<file path="config.mk">
export PLATFORM = sky130hd
export DESIGN_NAME = fifo_top_sync
export DESIGN_NICKNAME = d
export VERILOG_FILES = /design/src/rtl/fifo_pkg.sv /design/src/rtl/fifo_mem.sv /design/src/rtl/fifo_top_sync.sv
export SDC_FILE = /design/constraint.sdc
export NUM_CORES = 1
export LEC_CHECK = 0
export ABC_AREA = 1
export CAP_MARGIN = 20
export CORE_AREA = 2 2 104 76
export DETAILED_ROUTE_END_ITERATION = 7
export DIE_AREA = 0 0 106 78
export PLACE_DENSITY = 0.78
export SYNTH_ARGS = -nofsm -noshare
export SYNTH_HDL_FRONTEND = slang
export SYNTH_SLANG_ARGS = --single-unit
</file>
<file path="constraint.sdc">
create_clock -name clk -period 1.75 [get_ports clk]
set_input_delay 0.175 -clock clk [delete_from_list [all_inputs] [get_ports clk]]
set_output_delay 0.175 -clock clk [all_outputs]
set_load 0.05 [all_outputs]
</file>
<file path="src/rtl/fifo_pkg.sv">
// Shared defaults for the synchronous FIFO: word width, entry count and pointer index width.
package fifo_pkg;

    localparam int FIFO_WIDTH = 8;
    localparam int FIFO_DEPTH = 8;
    localparam int FIFO_ADDR  = 3;

endpackage : fifo_pkg

</file>
<file path="src/rtl/fifo_mem.sv">
// FIFO storage array: DEPTH x WIDTH words, clocked write port, combinational read port.
module fifo_mem
    import fifo_pkg::*;
#(
    parameter int WIDTH = FIFO_WIDTH,
    parameter int DEPTH = FIFO_DEPTH,
    parameter int ADDR  = FIFO_ADDR
) (
    input  logic             clk,
    input  logic             rst,
    input  logic             we,
    input  logic [ADDR-1:0]  waddr,
    input  logic [WIDTH-1:0] wdata,
    input  logic [ADDR-1:0]  raddr,
    output logic [WIDTH-1:0] rdata
);

    logic [WIDTH-1:0] mem [DEPTH];

    // Reset wipes every entry so a flushed queue never shows stale data.
    always_ff @(posedge clk) begin
        if (rst) begin
            for (int i = 0; i < DEPTH; i++) begin
                mem[i] <= '0;
            end
        end else if (we) begin
            mem[waddr] <= wdata;
        end
    end

    assign rdata = mem[raddr];

endmodule : fifo_mem

</file>
<file path="src/rtl/fifo_top_sync.sv">
// Single-clock show-ahead FIFO: wrap-bit pointers, flags decoded from registered pointers only.
module fifo_top_sync
    import fifo_pkg::*;
#(
    parameter int WIDTH = FIFO_WIDTH,
    parameter int DEPTH = FIFO_DEPTH,
    parameter int ADDR  = FIFO_ADDR
) (
    input  logic             clk,
    input  logic             rst,
    input  logic             winc,
    input  logic [WIDTH-1:0] wdata,
    input  logic             rinc,
    output logic [WIDTH-1:0] rdata,
    output logic             wfull,
    output logic             rempty
);

    localparam logic [ADDR:0] PTR_ONE = {{ADDR{1'b0}}, 1'b1};

    logic [ADDR:0] wptr;
    logic [ADDR:0] rptr;
    logic          wr_en;
    logic          rd_en;

    // Requests are qualified only by flags from the current pointers, so a
    // same-cycle read never lets a write into a full queue (and vice versa).
    assign wr_en = winc & ~wfull;
    assign rd_en = rinc & ~rempty;

    // Pointer registers; the extra MSB distinguishes full from empty.
    always_ff @(posedge clk) begin
        if (rst) begin
            wptr <= '0;
            rptr <= '0;
        end else begin
            if (wr_en) begin
                wptr <= wptr + PTR_ONE;
            end
            if (rd_en) begin
                rptr <= rptr + PTR_ONE;
            end
        end
    end

    // Flag decode from registered pointers.
    assign rempty = (wptr == rptr);
    assign wfull  = (wptr[ADDR] != rptr[ADDR]) &&
                    (wptr[ADDR-1:0] == rptr[ADDR-1:0]);

    fifo_mem #(
        .WIDTH (WIDTH),
        .DEPTH (DEPTH),
        .ADDR  (ADDR)
    ) u_mem (
        .clk   (clk),
        .rst   (rst),
        .we    (wr_en),
        .waddr (wptr[ADDR-1:0]),
        .wdata (wdata),
        .raddr (rptr[ADDR-1:0]),
        .rdata (rdata)
    );

endmodule : fifo_top_sync

</file>
==> impl_results.md, run 1 <==
* Switching power summed over all nets at approximately 1.4 mW
* Clock buffer count from CTS at 9
* Net Count, Synth at 393
* Count of antenna diodes in the layout at 0
* Number of I/O pins at 22
* Number of failing hold endpoints at the final stage at 0
* Pins Over Slew Limit at 0
* Final worst setup slack at -0.0468 ns
* Setup skew after layout at around 0.0090 ns
* Fraction of power consumed by sequential logic at 46.0%
* Critical path cell sequence: inv_2 -> buf_8 -> o21ai_1 -> o21ai_1 -> nand2_1 -> nand2_1 -> buf_6
* Share of synthesized cell area in and, or, nand and nor gates at 25.0%
* Flip-flop and latch count after synthesis at 75
* I/O Buffers at 21
* Multiplexer fraction of the synthesized cell area at 0%
* Standard-cell rows at 26
* Number of vias after detailed routing at 2932
* TritonCTS clock tree: yes
* Total routed wirelength at roughly 8.8 mm
* Xor-xnor portion of the synthesized cell area at 0%
* Worst-case headroom to the max-slew limit at a little under three quarters
* Start-to-end type of the worst setup path: reg -> out
* Number of standard cells after synthesis at about 380
* CTS sink cnt at 75
* Period utilization at 103%
* Remaining DRCs at 0
* First drt pass iteration count at 5
* Internal cell power at between 3 and 4 mW
* Final hold slack at around 0.53 ns
* Slowest stage cell, crit path: dfxtp_4
* Crit path capture type: output pin
* Switching fraction of total power at between 30% and 40%
* Global route total overflow at 0
* Required @ worst endpoint at roughly 1.6 ns
* Result of the run: complete, but fails checks
* Half-perimeter wire length after placement at 5.91 mm
* Vias per std cell at 5.52
* Vias in the first global route at between 2k and 3k
* CP Launch Type: flop
* Clock-pin slew on the worst setup and hold paths at 0.07 ns
* Synth Area in Compound Gates at around 8%
* Kind of path behind the tightest hold check: reg -> reg
* Total routing resource utilization after global routing at approximately 22%
* Synthesized area at 0.00350 sq mm
* Average cell area after synthesis at 9.24 sq um
* Clk_lat worst skew at about 0.35 ns
* Share of power burned in combinational logic at between 20 and 25%
* Slowest Stage Delay on Critical Path at between 0.4 and 0.5 ns
* Starting density of the core at 48.7%
* Max-Cap Viols at 0
* Pre-CTS setup slack at -0.0617 ns
* Finished layout cell area at 0.00438 sq mm
* Core ar. at between 0.007 and 0.008 sq mm
* Pin count of the biggest net entering global routing at 33
* Area after DPL at ~0.0040 sq mm
* CTS root buf: clkbuf_8
* CTS H-Tree Depth at 3
* Number of buffers and inverters on the critical path at 3
* Maximum frequency from static timing analysis at approximately 560 MHz
* Share of power burned in the clock network at roughly 30%
* Gpl congestion at between 0.8 and 0.9
* Cts-stage hold buffer count at 0
* Arrival time reported for the critical path endpoint at approximately 1.6 ns
* P per Cell Area at roughly 1000 mW/mm^2
* Global-route wire length before repair at between 10 and 15 mm
* Die X at around 110 microns
* Antenna-violating nets left at 0
* RSZ-0062 raised after global routing: true
* Warning count from the yosys run at 0
* Number of distinct library cell variants in the gate-level netlist after synthesis at 21
* Cell class contributing the biggest share of worst-path delay: flip-flops
* Post-route core utilization at around three fifths
* Area Growth Syn to Fin at 24.9%
* Starting DRC count in detailed routing at 330
* Die H at 78 microns
* Worst IR Drop VDD at a little over 500 uV
* Worst-path maximum fanout at 16
* Failing checks: setup timing
* Number of setup violations in the final report at 8
* Proportion of synthesized chip area in sequential cells at about three fifths
* Number of antenna violations at the first check in global routing at 0
* Wire length per cell at around 17 microns
* Dominant combinational cell family by area after synthesis: simple AND/OR/NAND/NOR gates
* Final worst path period need at between 1.5 and 2 ns
* Layout cells sized above 1 at 21.0%
* Leakage power of the design at around 1.9 nW
* Die area at 0.00827 sq mm
* Post-route setup TNS at -0.230 ns
* Worst-case clock buffer depth at 2
* Final net count at 442
* Worst-margin pin slew at about 0.43 ns
* Post-synthesis share of cell area spent on full adders, half adders and majority gates at 0.715%
[worst min-delay path, stage by stage, from the launching register on]
cell,delay [ns]
dfxtp_1,0.33
nand3_1,0.09
nand2_1,0.06
[cells by family after synthesis]
family / after synthesis
fa+ha+maj: 2
compound gates: 56
simple gates: 204
buf+inv: 42
flops: 75
[what timing repair did]
action,in CTS,in global routing
cloned,1,1
hold endpoints to repair,0,0
gates resized for setup,41,26
buffers inserted,1,4
endpoints found under the setup margin,10,56
pin swaps,0,4
[sequential cells by signal, indices dropped and copies added, names as in the netlist, named ones only]
name and count:
u_mem.mem 64, rptr 4, wptr 4
[cell usage after synthesis (all sizes together)]
| cell type | number | share of area, % |
|---|---|---|
| dfxtp | 11 | 6.3 |
| nor2 | 124 | 13 |
| inv | 27 | 3.0 |
| ha | 2 | 0.71 |
| o21ai | 48 | 6.9 |
| nand3 | 11 | 1.6 |
| nand4 | 9 | 3.5 |
| a21oi | 8 | 1.1 |
| clkbuf | 9 | 0.96 |
| buf | 5 | 1.0 |
| nand2 | 58 | 6.4 |
| nor3 | 2 | 0.29 |
| clkinv | 1 | 0.11 |
| edfxtp | 64 | 55 |
[power by group through the flow]
stage | sequential, mW | clock (mW) | combinational, mW
2_1_floorplan | 2.09 | 0 | 0.593
3_3_place_gp | 2.10 | 0 | 0.900
3_5_place_dp | 2.11 | 0 | 0.917
4_1_cts | 2.08 | 1.35 | 1.01
5_1_grt | 2.09 | 1.42 | 1.19
6_report | 2.08 | 1.33 | 1.11
[through the flow]
stage                     power (mW)  instances
after floorplan                 2.69        379
after global placement          3.00        508
after detailed placement        3.03        508
after CTS                       4.44        526
after global routing            4.70        531
final                           4.52        531
[layout by cell type, fill, tap and decap left out, types with 4 or more instances in the layout]
cell	n
o21ai_2	5
nand4_2	6
clkdlybuf4s50_1	11
buf_6	9
clkbuf_8	10
inv_1	22
buf_4	21
o21ai_0	22
inv_2	4
nand2_1	47
a21oi_1	8
nand2_2	11
dfxtp_1	6
edfxtp_1	64
o21ai_1	21
nor2_1	123
nand3_1	10
buf_12	6
[final timing paths]
check                             from                             to  slack (ns)  cells past startpoint
setup / recovery                  flop                       rdata[1]       -0.05                      7
hold reg to reg   wptr[3]$_SDFFE_PP0P_           wptr[3]$_SDFFE_PP0P_        0.53                      2
hold / removal    wptr[3]$_SDFFE_PP0P_           wptr[3]$_SDFFE_PP0P_        0.53                      2
setup reg to reg  wptr[1]$_SDFFE_PP0P_  u_mem.mem[2][6]$_SDFFCE_PN0P_        0.13                      8
[final cells by class]
class / count / area (sq um)
Sequential cell: 75 / 2150
Clock buffer: 12 / 145
Multi-Input combinational cell: 262 / 1230
Inverter: 28 / 108
Tap cell: 98 / 123
Clock inverter: 4 / 51.3
Fill cell: 607 / 2810
Timing Repair Buffer: 52 / 564
[layer usage]
| layer | track usage (%) | routed length, microns | up-vias |
|---|---|---|---|
| met5 | 0 | 0 | - |
| met1 | 30.7 | 3600 | 1385 |
| li1 | - | - | 1359 |
| met3 | 6.30 | 891 | 18 |
| met2 | 33.7 | 4120 | 170 |
| met4 | 6.58 | 184 | 0 |
No activity file was read; power rests on OpenSTA's default activity.
==> run 2: changes to the inputs <==
--- a/config.mk
+++ b/config.mk
@@ -8,9 +8,10 @@
 export ABC_AREA = 1
 export CAP_MARGIN = 20
-export CORE_AREA = 2 2 104 76
+export CORE_AREA = 2 2 107 78
 export DETAILED_ROUTE_END_ITERATION = 7
-export DIE_AREA = 0 0 106 78
+export DIE_AREA = 0 0 109 80
 export PLACE_DENSITY = 0.78
 export SYNTH_ARGS = -nofsm -noshare
 export SYNTH_HDL_FRONTEND = slang
+export SYNTH_HIERARCHICAL = 1
 export SYNTH_SLANG_ARGS = --single-unit
==> constraint.sdc (replaced) <==
create_clock -name clk -period 1.75 [get_ports clk]
set_input_delay 0.175 -clock clk [delete_from_list [all_inputs] [get_ports clk]]
set_output_delay 0.175 -clock clk [all_outputs]
set_load 0.1 [all_outputs]
==> impl_results.md, run 2 <==
* Total routed wirelength at 10.2 mm (+16%)
* Antenna-violating nets left at 0 (unchanged)
* Library cell occupying the most area in the post-synthesis netlist: edfxtp_1
* Most frequent standard cell in the layout excluding fill and tap cells: nand2_1
* Number of standard cells after synthesis at 460 (+21%)
* RSZ-0062 raised after global routing: true
* Required @ worst endpoint at 1.57 ns (about the same)
* Flip-flop and latch count after synthesis at 72 (-4.0%)
* Register bank with the most flops: u_mem/mem
* Failing checks: setup timing
* Crit path capture type: output pin
* Clk_lat worst skew at 0.34 ns (about the same)
* Leakage power of the design at 2.33 nW (+25%)
* Finished layout cell area at 0.00508 sq mm (+16%)
* Die H at 80 microns (+2.6%)
* Die X at 109 microns (+2.8%)
* Most instantiated library cell after synthesis: nand2_1
* Half-perimeter wire length after placement at 6.13 mm (+3.8%)
* Period utilization at 104% (+1.2 points)
* Area Growth Syn to Fin at 34.9%
* Top FF cell, synth: edfxtp_1
* Kind of path behind the tightest hold check: reg -> reg
* First drt pass iteration count at 5 (unchanged)
* Worst-case clock buffer depth at 2 (unchanged)
* Slowest stage cell, crit path: dfxtp_4
* Most used cells in the layout excluding fill and tap cells: nand2_1, inv_1, nor2_1
* Clock-pin slew on the worst setup and hold paths at 0.07 ns (about the same)
* Total area of multi-input combinational cells at 0.00155 sq mm (+26%)
* TritonCTS clock tree: yes
* Dominant cell type by count on the critical path: nand2_2
* Clock buffer count from CTS at 9 (unchanged)
* Standard-cell rows at 27 (+3.8%)
* Remaining DRCs at 0 (unchanged)
* Die area at 0.00872 sq mm (+5.5%)
* Result of the run: complete, but fails checks
* Vias per std cell at 5.18 (-6.2%)
* Starting density of the core at 49.1% (+0.41 points)
* Synthesized area at 0.00377 sq mm (+7.6%)
* Ranking of synthesized cells by instance count: nand2_1, inv_1, nor2_1, edfxtp_1, nand3_1
* Global-route wire length before repair at 15.3 mm (+12%)
* Total routing resource utilization after global routing at 24.2% (+2.2 points)
* Number of I/O pins at 22 (unchanged)
* Worst IR Drop VDD at 533 uV (+5.6%)
* Final net count at 530 (+20%)
* Number of vias after detailed routing at 3215 (+9.7%)
* Layout cells sized above 1 at 26.7% (+5.7 points)
* Area after DPL at 0.00435 sq mm (+9.6%)
* Starting DRC count in detailed routing at 278 (-16%)
* CTS root buf: clkbuf_8
* Top post-synthesis cells by area: edfxtp_1, nand2_1, inv_1
* Vias in the first global route at 2993 (+11%)
* Number of failing hold endpoints at the final stage at 0 (unchanged)
* Slowest Stage Delay on Critical Path at 0.37 ns (-0.04 ns)
* Number of distinct library cell variants in the gate-level netlist after synthesis at 16 (-24%)
* Register Area at 0.00209 sq mm (-2.8%)
* Cell class contributing the biggest share of worst-path delay: buffers and inverters
* Largest register FFs at 64 (unchanged)
* Maximum frequency from static timing analysis at 550 MHz (-1.1%)
* Core ar. at 0.00767 sq mm (+6.7%)
* Average cell area after synthesis at 8.19 sq um (-11%)
* CTS sink cnt at 72 (-4.0%)
* Number of antenna violations at the first check in global routing at 0 (unchanged)
* Ys async rst share at 0% (unchanged)
* Number of setup violations in the final report at 83 (+75)
* P per Cell Area at 958 mW/mm^2 (-7.3%)
* Pin count of the biggest net entering global routing at 18 (-45%)
* Count of antenna diodes in the layout at 0 (unchanged)
* Start-to-end type of the worst setup path: reg -> out
* CP Launch Type: flop
* Warning count from the yosys run at 6 (+6)
* Net Count, Synth at 474 (+21%)
* Max-Cap Viols at 0 (unchanged)
* Final worst path period need at 1.82 ns (+0.0204 ns)
* Worst-margin pin slew at 0.753 ns (+0.328 ns)
* Global route total overflow at 0 (unchanged)
* Pre-CTS setup slack at -0.00372 ns (+0.0580 ns)
* I/O Buffers at 21 (unchanged)
* Setup skew after layout at 0.00771 ns (-0.00130 ns)
* Worst-path maximum fanout at 8 (-8)
* Worst-case headroom to the max-slew limit at 49.6% (-22 points)
* Arrival time reported for the critical path endpoint at 1.64 ns (+0.02 ns)
* Final worst setup slack at -0.0672 ns (-0.0204 ns)
* Gpl congestion at 0.869 (+1.4%)
* Post-synth EDFFs at 64 (unchanged)
* CTS H-Tree Depth at 3 (unchanged)
* Pins Over Slew Limit at 0 (unchanged)
* Number of buffers and inverters on the critical path at 4 (+1)
* Share of Yosys cell area claimed by the top area cell type at 51.0% (-3.9 points)
* Proportion of synthesized chip area in sequential cells at 55.3% (-5.9 points)
* Leading registers by flop count: u_mem/mem: 64 flops, rptr: 4 flops, wptr: 4 flops
* Critical path cell sequence: buf_12 -> inv_8 -> buf_16 -> nand2_1 -> nand3_1 -> nand2_2 -> nand2_2 -> nand2_2 -> buf_12
* Wire length per cell at 16.4 microns (-1.2%)
* Number of inserted filler cells in the final layout at 550 (-9.4%)
[run 2: cell types whose count changed after synthesis, moves of 9 or more]
cell	previous run	this run
nand2_1	56	134
inv_1	26	92
nor2_1	124	77
o21ai_0	44	0
nand3_1	11	42
nand2_4	0	10
clkbuf_1	9	0
[run 2: final timing paths]
kind,cells past startpoint,slack [ns],start,endpoint
setup / recovery,9,-0.07,rptr[0]$_SDFFE_PP0P_,rdata[4]
hold / removal,2,0.52,rptr[3]$_SDFFE_PP0P_,rptr[3]$_SDFFE_PP0P_
setup reg to reg,13,-0.05,rptr[0]$_SDFFE_PP0P_,u_mem/mem[4][5]$_SDFFCE_PN0P_
hold reg to reg,2,0.52,rptr[3]$_SDFFE_PP0P_,rptr[3]$_SDFFE_PP0P_
[run 2: layer usage]
| metal | GRT usage [%] | share of wire, % | vias up |
|---|---|---|---|
| met4 | 6.67 | 2.6 | 0 |
| met5 | 0 | 0 | - |
| met1 | 32.2 | 41 | 1513 |
| met3 | 6.04 | 7.8 | 24 |
| met2 | 39.4 | 49 | 155 |
| li1 | - | - | 1523 |
[run 2: worst reg2reg max path, cell delays in order (launching register included)]
cell and delay [ns]:
dfxtp_4 0.37, buf_6 0.14, inv_1 0.05, nand2_1 0.08
nand2_2 0.07, nand4_4 0.11, nand2_2 0.06, inv_2 0.06
nand2_4 0.07, nor2_4 0.13, buf_12 0.15, nand2_8 0.07
buf_6 0.17, nor2_1 0.11
[run 2: timing repair]
| item | 4_1_cts | 5_1_grt |
|---|---|---|
| hold endpoints to repair | 0 | 0 |
| endpoints found under the setup margin | 29 | 138 |
| pin swaps | 8 | 9 |
| gates cloned | 3 | 1 |
| hold buffers | 0 | 0 |
| gates resized for setup | 35 | 55 |
| setup buffers | 4 | 6 |
[run 2: per-stage QoR]
| stage | setup TNS (ns) | hold slack [ns] | utilization [%] | total power, mW | std cells |
|---|---|---|---|---|---|
| floorplan | 0 | 0.335 | - | 2.91 | 460 |
| global placement | 0 | 0.519 | 56.8 | 3.35 | 592 |
| detailed placement | -0.0281 | 0.527 | 56.8 | 3.37 | 592 |
| CTS | -0.0759 | 0.537 | 62.3 | 4.71 | 614 |
| global route | -9.92 | 0.560 | 66.3 | 5.07 | 621 |
| finish | -1.57 | 0.517 | 66.3 | 4.87 | 621 |
[run 2: layout make-up]
class / instances / share of cell area (%)
clock buffer: 9 / 2.44
clock inverter: 6 / 1.01
inverter: 97 / 7.51
multi-input combinational: 280 / 30.5
sequential: 72 / 41.2
tap: 101 / 2.49
timing repair buffer: 56 / 14.9
[run 2: logic make-up (layout without fill, tap and decap cells)]
group | count (synthesis) | count (layout) | synth area share, %
buf+inv | 108 | 168 | 11.4
flops | 72 | 72 | 55.3
simple gates | 270 | 270 | 31.6
fa+ha+maj | 2 | 2 | 0.664
compound gates | 8 | 8 | 1.06
[run 2: power breakdown]
group          internal (mW)  total, mW  leakage, nW  switching (mW)
sequential              1.95       1.99        0.732          0.0360
clock                  0.630       1.21       0.0914           0.580
combinational          0.611       1.67         1.50            1.06
total                   3.19       4.87         2.33            1.68
